## config.mk

```make
export PLATFORM = sky130hd
export DESIGN_NAME = vcache_stats_collector_flat
export DESIGN_NICKNAME = d
export VERILOG_FILES = /design/src/rtl/vcache_stats_collector_if.sv /design/src/rtl/vcache_stats_collector.sv /design/src/flat_wrapper.sv
export SDC_FILE = /design/constraint.sdc
export NUM_CORES = 2
export LEC_CHECK = 0
export CELL_PAD_IN_SITES_DETAIL_PLACEMENT = 1
export CELL_PAD_IN_SITES_GLOBAL_PLACEMENT = 1
export CORE_AREA = 5 5 315 317
export CTS_CLUSTER_SIZE = 28
export DETAILED_ROUTE_END_ITERATION = 12
export DIE_AREA = 0 0 320 322
export PLACE_DENSITY = 0.88
export REMOVE_ABC_BUFFERS = 1
export SYNTH_ARGS = -nofsm -noshare
export SYNTH_HDL_FRONTEND = slang
export SYNTH_SLANG_ARGS = --single-unit
export TNS_END_PERCENT = 50
```

## constraint.sdc

```tcl
create_clock -name clk_i -period 5.41 [get_ports clk_i]
set_input_delay 1.082 -clock clk_i [delete_from_list [all_inputs] [get_ports clk_i]]
set_output_delay 1.082 -clock clk_i [all_outputs]
set_load 0.1 [all_outputs]
```

## src/rtl/vcache_stats_collector_if.sv

```systemverilog
// Snapshot-request and record-stream handshake bundle for vcache_stats_collector.
// master = collector side, slave = requester/consumer side.
interface vcache_stats_collector_if #(
    parameter int num_caches_p = 4,
    parameter int ctr_width_p  = 32,
    parameter int tag_width_p  = 32
);
    localparam int id_width_lp = (num_caches_p > 1) ? $clog2(num_caches_p) : 1;

    logic                   snap_v_i;
    logic [tag_width_p-1:0] snap_tag_i;
    logic                   snap_ready_o;
    logic                   dump_v_o;
    logic                   dump_ready_i;
    logic [id_width_lp-1:0] dump_cache_id_o;
    logic [1:0]             dump_event_id_o;
    logic [ctr_width_p-1:0] dump_count_o;
    logic                   dump_sat_o;
    logic [tag_width_p-1:0] dump_tag_o;
    logic                   dump_last_o;

    modport master (
        input  snap_v_i, snap_tag_i, dump_ready_i,
        output snap_ready_o, dump_v_o, dump_cache_id_o, dump_event_id_o,
               dump_count_o, dump_sat_o, dump_tag_o, dump_last_o
    );

    modport slave (
        output snap_v_i, snap_tag_i, dump_ready_i,
        input  snap_ready_o, dump_v_o, dump_cache_id_o, dump_event_id_o,
               dump_count_o, dump_sat_o, dump_tag_o, dump_last_o
    );
endinterface

```

## src/rtl/vcache_stats_collector.sv

```systemverilog
// Per-channel vcache ld/st/miss event counters with tagged snapshots streamed
// out one (cache, event) record per handshake; counting never stalls.
module vcache_stats_collector #(
    parameter int num_caches_p    = 4,
    parameter int ctr_width_p     = 32,
    parameter int tag_width_p     = 32,
    parameter int clear_on_snap_p = 0
) (
    input  logic                    clk_i,
    input  logic                    reset_n_i,
    input  logic [num_caches_p-1:0] v_i,
    input  logic [num_caches_p-1:0] yumi_i,
    input  logic [num_caches_p-1:0] ld_op_i,
    input  logic [num_caches_p-1:0] st_op_i,
    input  logic [num_caches_p-1:0] miss_i,
    vcache_stats_collector_if.master bus
);
    localparam int id_width_lp = (num_caches_p > 1) ? $clog2(num_caches_p) : 1;
    localparam logic [ctr_width_p-1:0] ctr_one_lp    = ctr_width_p'(1);
    localparam logic [id_width_lp-1:0] id_one_lp     = id_width_lp'(1);
    localparam logic [id_width_lp-1:0] last_cache_lp = id_width_lp'(num_caches_p - 1);

    typedef enum logic {IDLE, DUMP} state_e;

    logic [num_caches_p-1:0] commit;
    logic [num_caches_p-1:0] ev [4];

    logic [ctr_width_p-1:0] live_cnt   [num_caches_p][4];
    logic                   live_sat   [num_caches_p][4];
    logic [ctr_width_p-1:0] shadow_cnt [num_caches_p][4];
    logic                   shadow_sat [num_caches_p][4];
    logic [tag_width_p-1:0] shadow_tag;

    state_e                 state_r;
    logic [id_width_lp-1:0] rec_cache_r;
    logic [1:0]             rec_event_r;
    logic                   dump_v_r;
    logic                   snap_ready_r;
    logic                   snap_accept;
    logic                   rec_last;

    assign commit = v_i & yumi_i;
    assign ev[0]  = commit & ld_op_i;
    assign ev[1]  = commit & st_op_i;
    assign ev[2]  = commit & ld_op_i & miss_i;
    assign ev[3]  = commit & st_op_i & miss_i;

    assign snap_accept = bus.snap_v_i & snap_ready_r;
    assign rec_last    = (rec_cache_r == last_cache_lp) && (rec_event_r == 2'd3);

    // Saturating live counters; sat marks that at least one event was dropped.
    always_ff @(posedge clk_i or negedge reset_n_i) begin
        if (!reset_n_i) begin
            for (int unsigned c = 0; c < num_caches_p; c++) begin
                for (int unsigned e = 0; e < 4; e++) begin
                    live_cnt[c][e] <= '0;
                    live_sat[c][e] <= 1'b0;
                end
            end
        end else begin
            for (int unsigned c = 0; c < num_caches_p; c++) begin
                for (int unsigned e = 0; e < 4; e++) begin
                    if ((clear_on_snap_p != 0) && snap_accept) begin
                        live_cnt[c][e] <= ctr_width_p'(ev[e][c]);
                        live_sat[c][e] <= 1'b0;
                    end else if (ev[e][c]) begin
                        if (&live_cnt[c][e]) begin
                            live_sat[c][e] <= 1'b1;
                        end else begin
                            live_cnt[c][e] <= live_cnt[c][e] + ctr_one_lp;
                        end
                    end
                end
            end
        end
    end

    always_ff @(posedge clk_i or negedge reset_n_i) begin
        if (!reset_n_i) begin
            state_r      <= IDLE;
            rec_cache_r  <= '0;
            rec_event_r  <= '0;
            dump_v_r     <= 1'b0;
            snap_ready_r <= 1'b1;
            shadow_tag   <= '0;
            for (int unsigned c = 0; c < num_caches_p; c++) begin
                for (int unsigned e = 0; e < 4; e++) begin
                    shadow_cnt[c][e] <= '0;
                    shadow_sat[c][e] <= 1'b0;
                end
            end
        end else begin
            case (state_r)
                IDLE: begin
                    if (bus.snap_v_i) begin
                        shadow_cnt   <= live_cnt;
                        shadow_sat   <= live_sat;
                        shadow_tag   <= bus.snap_tag_i;
                        rec_cache_r  <= '0;
                        rec_event_r  <= '0;
                        state_r      <= DUMP;
                        dump_v_r     <= 1'b1;
                        snap_ready_r <= 1'b0;
                    end
                end
                DUMP: begin
                    if (bus.dump_ready_i) begin
                        if (rec_last) begin
                            rec_cache_r  <= '0;
                            rec_event_r  <= '0;
                            state_r      <= IDLE;
                            dump_v_r     <= 1'b0;
                            snap_ready_r <= 1'b1;
                        end else if (rec_event_r == 2'd3) begin
                            rec_cache_r <= rec_cache_r + id_one_lp;
                            rec_event_r <= '0;
                        end else begin
                            rec_event_r <= rec_event_r + 2'd1;
                        end
                    end
                end
                default: state_r <= IDLE;
            endcase
        end
    end

    assign bus.snap_ready_o    = snap_ready_r;
    assign bus.dump_v_o        = dump_v_r;
    assign bus.dump_cache_id_o = dump_v_r ? rec_cache_r : '0;
    assign bus.dump_event_id_o = dump_v_r ? rec_event_r : '0;
    assign bus.dump_count_o    = dump_v_r ? shadow_cnt[rec_cache_r][rec_event_r] : '0;
    assign bus.dump_sat_o      = dump_v_r & shadow_sat[rec_cache_r][rec_event_r];
    assign bus.dump_tag_o      = dump_v_r ? shadow_tag : '0;
    assign bus.dump_last_o     = dump_v_r & rec_last;
endmodule

```

## src/flat_wrapper.sv

```systemverilog
// flat-port wrapper written by rule: the top's interface ports become plain ports
module vcache_stats_collector_flat 
#(
    parameter int num_caches_p    = 4,
    parameter int ctr_width_p     = 32,
    parameter int tag_width_p     = 32,
    parameter int clear_on_snap_p = 0
)
  (clk_i, reset_n_i, v_i, yumi_i, ld_op_i, st_op_i, miss_i, bus_snap_v_i, bus_snap_tag_i, bus_dump_ready_i, bus_snap_ready_o, bus_dump_v_o, bus_dump_cache_id_o, bus_dump_event_id_o, bus_dump_count_o, bus_dump_sat_o, bus_dump_tag_o, bus_dump_last_o);
  vcache_stats_collector_if #(.num_caches_p(num_caches_p), .ctr_width_p(ctr_width_p), .tag_width_p(tag_width_p)) bus_i ();
  input  logic clk_i;
  input  logic reset_n_i;
  input  logic [num_caches_p-1:0] v_i;
  input  logic [num_caches_p-1:0] yumi_i;
  input  logic [num_caches_p-1:0] ld_op_i;
  input  logic [num_caches_p-1:0] st_op_i;
  input  logic [num_caches_p-1:0] miss_i;
  input wire logic [$bits(bus_i.snap_v_i)-1:0] bus_snap_v_i;
  input wire logic [$bits(bus_i.snap_tag_i)-1:0] bus_snap_tag_i;
  input wire logic [$bits(bus_i.dump_ready_i)-1:0] bus_dump_ready_i;
  output wire logic [$bits(bus_i.snap_ready_o)-1:0] bus_snap_ready_o;
  output wire logic [$bits(bus_i.dump_v_o)-1:0] bus_dump_v_o;
  output wire logic [$bits(bus_i.dump_cache_id_o)-1:0] bus_dump_cache_id_o;
  output wire logic [$bits(bus_i.dump_event_id_o)-1:0] bus_dump_event_id_o;
  output wire logic [$bits(bus_i.dump_count_o)-1:0] bus_dump_count_o;
  output wire logic [$bits(bus_i.dump_sat_o)-1:0] bus_dump_sat_o;
  output wire logic [$bits(bus_i.dump_tag_o)-1:0] bus_dump_tag_o;
  output wire logic [$bits(bus_i.dump_last_o)-1:0] bus_dump_last_o;
  assign bus_i.snap_v_i = bus_snap_v_i;
  assign bus_i.snap_tag_i = bus_snap_tag_i;
  assign bus_i.dump_ready_i = bus_dump_ready_i;
  assign bus_snap_ready_o = bus_i.snap_ready_o;
  assign bus_dump_v_o = bus_i.dump_v_o;
  assign bus_dump_cache_id_o = bus_i.dump_cache_id_o;
  assign bus_dump_event_id_o = bus_i.dump_event_id_o;
  assign bus_dump_count_o = bus_i.dump_count_o;
  assign bus_dump_sat_o = bus_i.dump_sat_o;
  assign bus_dump_tag_o = bus_i.dump_tag_o;
  assign bus_dump_last_o = bus_i.dump_last_o;
  vcache_stats_collector #(.num_caches_p(num_caches_p), .ctr_width_p(ctr_width_p), .tag_width_p(tag_width_p), .clear_on_snap_p(clear_on_snap_p)) u_core (.clk_i(clk_i), .reset_n_i(reset_n_i), .v_i(v_i), .yumi_i(yumi_i), .ld_op_i(ld_op_i), .st_op_i(st_op_i), .miss_i(miss_i), .bus(bus_i));
endmodule
```

==> summary.json <==
{
  "run_status": {"value": "finished, final reports clean"},
  "setup.worst_path.class": {"value": "reg -> out"},
  "drive_above_1_share": {"value": 9.85, "unit": "%"},
  "synth_largest_area_cell": {"value": "sky130_fd_sc_hd__dfrtp_1"},
  "power_per_cell_area": {"value": 398, "unit": "nW/um^2"},
  "synth_enable_flop_cells": {"value": 0},
  "synth_seq_area_share": {"value": 54.5, "unit": "%"},
  "gr-total-overflow": {"value": 0},
  "setup_total_negative_slack": {"value": 0, "unit": "ns"},
  "totalPowerFinal": {"value": 0.0227, "unit": "W"},
  "finalNetCount": {"value": 5149},
  "cts_tree": {"value": "built"},
  "numCtsBuffers": {"value": 113},
  "die_height": {"value": 322, "unit": "um"},
  "max_freq": {"value": 204, "unit": "MHz"},
  "worst-path-max-fanout": {"value": 29},
  "cell_count_after_synthesis": {"value": 4984},
  "final-max-slew-violation-count": {"value": 0},
  "max_cap_violations": {"value": 0},
  "die_area": {"value": 103000, "unit": "um^2"},
  "rsz0062_at_grt": {"value": "no"},
  "asyncSetResetFlopFracSynth": {"value": 100, "unit": "%"},
  "cts.sinks": {"value": 1095},
  "grt_util_all_layers": {"value": 37.8, "unit": "%"},
  "worst_skew_late_latency": {"value": 0.74, "unit": "ns"},
  "vdd.ir_drop.worst": {"value": 0.358, "unit": "mV"},
  "routed_wire_length_per_instance": {"value": 30.2, "unit": "um"},
  "initial_utilization": {"value": 52.4, "unit": "%"},
  "cts_setup_buffers": {"value": 0},
  "placed_cells_incl_taps": {"value": 6236},
  "io_buffer_count": {"value": 127},
  "placementRows": {"value": 114},
  "coreArea": {"value": 96000, "unit": "um^2"},
  "worstReg2RegStart": {"value": "u_core.live_cnt[424]"},
  "postLayoutCellArea": {"value": 57000, "unit": "um^2"},
  "cts_root_buffer": {"value": "sky130_fd_sc_hd__clkbuf_16"},
  "start_kind": {"value": "flip-flop"},
  "finalCritPeriodShare": {"value": 90.8, "unit": "%"},
  "r2r_cells": {"value": 5},
  "setup_viol": {"value": 0},
  "worstReg2RegEnd": {"value": "u_core.live_cnt[417]"},
  "drt_pre_antenna_iters": {"value": 6},
  "worstPathRequired": {"value": 4.33, "unit": "ns"},
  "ys_types": {"value": 65},
  "vias_per_cell": {"value": 6.48},
  "timing_worst_slew_pin_value": {"value": 1.41, "unit": "ns"},
  "clock_path_buffers": {"value": 3},
  "num_io_pins": {"value": 128},
  "timing.critical_path.cells": {"value": "buf_4 -> mux4_2 -> mux4_2 -> and2_1 -> buf_4"},
  "leakagePower": {"value": 27.7, "unit": "nW"},
  "htree_levels": {"value": 3},
  "cts-hold-fix-buffers": {"value": 0},
  "endpoint_kind": {"value": "output pin"},
  "number_of_antenna_violations_at_the_first_check_in_global_routing": {"value": 27},
  "route.detailed.drc": {"value": 0},
  "routed_wl": {"value": 195000, "unit": "um"},
  "finalClockSkew": {"value": 0.0343, "unit": "ns"},
  "yosys_warnings": {"value": 0},
  "finalNonFillerCells": {"value": 6461},
  "synth.cell_area": {"value": 50300, "unit": "um^2"},
  "worst_slew_margin_rel": {"value": 4.97, "unit": "%"},
  "grt_pass1_vias": {"value": 44900},
  "postRouteAntennaNets": {"value": 0},
  "critical_path_arrival": {"value": 3.83, "unit": "ns"},
  "critical-path-slowest-cell": {"value": "sky130_fd_sc_hd__dfrtp_4"},
  "synth-main-ff-cell": {"value": "sky130_fd_sc_hd__dfrtp_1"},
  "drt_iter0_markers": {"value": 5208},
  "finalWorstPathRequiredPeriod": {"value": 4.91, "unit": "ns"},
  "finalHoldViolCount": {"value": 0},
  "postCtsResizedCells": {"value": 0},
  "setup.reg_to_reg.worst_slack": {"value": 2.18, "unit": "ns"},
  "routed-via-count": {"value": 41900},
  "gp_congestion": {"value": 0.996},
  "worstHoldPathType": {"value": "in -> async"},
  "synth.top_cells.by_area": {"value": "sky130_fd_sc_hd__dfrtp_1 54%, sky130_fd_sc_hd__nand2_1 14%, sky130_fd_sc_hd__mux4_2 7.4%"},
  "grt_first_pass_wirelength": {"value": 294000, "unit": "um"},
  "number_of_register_bits_inferred_by_synthesis": {"value": 1095},
  "area_delta_synth_final": {"value": 13.3, "unit": "%"},
  "detailedPlacementHpwl": {"value": 131000, "unit": "um"},
  "final_core_utilization": {"value": 59.4, "unit": "%"},
  "fp.dieW": {"value": 320, "unit": "um"},
  "grt_start_max_net_pins": {"value": 134},
  "synthDominantCellAreaShare": {"value": 54.4, "unit": "%"},
  "clk_transition_reported_paths": {"value": 0.07, "unit": "ns"},
  "post_synth.cell_area_avg": {"value": 10.1, "unit": "um^2"},
  "placedInstanceArea": {"value": 53000, "unit": "um^2"},
  "critical-path-max-stage-delay": {"value": 0.86, "unit": "ns"}
}
## logic make-up (layout without fill, tap and decap cells)
family                   after synthesis  count (layout)  share of synthesized area, %
AO/OA/AOI/OAI                        105             105                          1.51
buffers and inverters                245             430                          1.87
adder cells (fa/ha/maj)               18              18                         0.448
AND/OR/NAND/NOR                     2857            2857                          25.5
flip-flops                          1095            1095                          54.5
other                                  0              16                             0
XOR/XNOR                             483             483                          8.41
multiplexers                         181             181                          7.74
## power breakdown
part / switching, W / internal, W
Sequential: 0.00115 / 0.00884
Clock: 0.00357 / 0.00490
Combinational: 0.00280 / 0.00143
Total: 0.00752 / 0.0152
## worst max-delay path by stage
stage	startpoint	to	slack, ns
after global routing	u_core.rec_cache_r[0]	bus_dump_count_o[4]	0.38
after CTS	u_core.rec_cache_r[0]	bus_dump_count_o[4]	0.52
final	u_core.rec_cache_r[0]	bus_dump_count_o[4]	0.50
after floorplan	bus_snap_v_i	u_core.shadow_cnt[0]	-12.47
after detailed placement	u_core.rec_cache_r[0]	bus_dump_count_o[4]	1.29
after global placement	u_core.rec_cache_r[0]	bus_dump_count_o[4]	1.42
## cell type report
| type | instances | area, um^2 |
|---|---|---|
| Clock inverter | 39 | 533 |
| Sequential cell | 1095 | 27400 |
| Fill cell | 10200 | 39000 |
| Multi-Input combinational cell | 3644 | 22000 |
| Clock buffer | 170 | 3430 |
| Timing Repair Buffer | 192 | 1890 |
| Tap cell | 1276 | 1600 |
| Inverter | 29 | 109 |
| Antenna cell | 16 | 40.0 |
## critical path: cells and delay by family, from the launching register on
kind	cells	cell delay, ns
buf+inv	2	0.74
flops	1	0.86
simple gates	1	0.26
mux	2	1.20
## Yosys cell counts, types with 11 or more instances
cell type,n
sky130_fd_sc_hd__a21oi_1,14
sky130_fd_sc_hd__o21ai_0,25
sky130_fd_sc_hd__xor2_1,167
sky130_fd_sc_hd__and3_1,92
sky130_fd_sc_hd__or3_1,17
sky130_fd_sc_hd__dfrtp_1,1094
sky130_fd_sc_hd__nor2_1,138
sky130_fd_sc_hd__nand3_1,215
sky130_fd_sc_hd__xnor2_1,316
sky130_fd_sc_hd__nand4_1,212
sky130_fd_sc_hd__mux4_2,165
sky130_fd_sc_hd__nor3b_1,11
sky130_fd_sc_hd__and4_1,55
sky130_fd_sc_hd__nand2_1,1829
sky130_fd_sc_hd__clkbuf_1,198
sky130_fd_sc_hd__and2_1,98
sky130_fd_sc_hd__nor4_1,46
sky130_fd_sc_hd__inv_1,29
sky130_fd_sc_hd__mux2_2,14
sky130_fd_sc_hd__nor3_1,93
sky130_fd_sc_hd__ha_1,18
## per-stage QoR
stage	setup slack (ns)	hold WS, ns
6_report	0.497	0.469
5_1_grt	0.383	0.478
4_1_cts	0.517	0.473
3_5_place_dp	1.29	0.448
3_3_place_gp	1.42	0.446
2_1_floorplan	-12.47	0.428
## metal layers
metal	track usage, %	vias up	wire length [um]
met5	0	-	113
met4	23.8	16	15500
met3	14.5	800	25300
met2	57.7	2649	86700
met1	45.4	21400	67700
li1	-	17000	-
## registers in the layout, summed over array words and instances, names as in the netlist
signal,cells
u_core.live_sat,16
u_core.rec_cache_r,2
u_core.shadow_cnt,512
u_core.live_cnt,512
u_core.state_r,1
u_core.shadow_sat,16
u_core.shadow_tag,32
u_core.bus.dump_v_o,1
u_core.rec_event_r,2
u_core.bus.snap_ready_o,1
## cells in the final DEF (no fill, tap or decap), types with 14 or more instances in the layout
master / netlist / routed
sky130_fd_sc_hd__nand2_1: 1829 / 1829
sky130_fd_sc_hd__buf_12: 0 / 17
sky130_fd_sc_hd__and4_1: 55 / 55
sky130_fd_sc_hd__clkbuf_8: 0 / 32
sky130_fd_sc_hd__nor4_1: 46 / 44
sky130_fd_sc_hd__ha_1: 18 / 18
sky130_fd_sc_hd__or3_1: 17 / 17
sky130_fd_sc_hd__mux4_2: 165 / 165
sky130_fd_sc_hd__and2_1: 98 / 98
sky130_fd_sc_hd__a21oi_1: 14 / 14
sky130_fd_sc_hd__clkinv_2: 0 / 18
sky130_fd_sc_hd__buf_4: 0 / 81
sky130_fd_sc_hd__clkbuf_1: 198 / 22
sky130_fd_sc_hd__clkbuf_16: 0 / 116
sky130_fd_sc_hd__nor2_1: 138 / 137
sky130_fd_sc_hd__nand3_1: 215 / 215
sky130_fd_sc_hd__o21ai_0: 25 / 25
sky130_fd_sc_hd__xor2_1: 167 / 167
sky130_fd_sc_hd__xnor2_1: 316 / 316
sky130_fd_sc_hd__clkdlybuf4s50_1: 0 / 93
sky130_fd_sc_hd__nor3_1: 93 / 93
sky130_fd_sc_hd__nand4_1: 212 / 212
sky130_fd_sc_hd__mux2_2: 14 / 14
sky130_fd_sc_hd__and3_1: 92 / 92
sky130_fd_sc_hd__dfrtp_1: 1094 / 1089
sky130_fd_sc_hd__inv_1: 29 / 29
sky130_fd_sc_hd__diode_2: 0 / 16
Power figures use the tool's default switching activity.
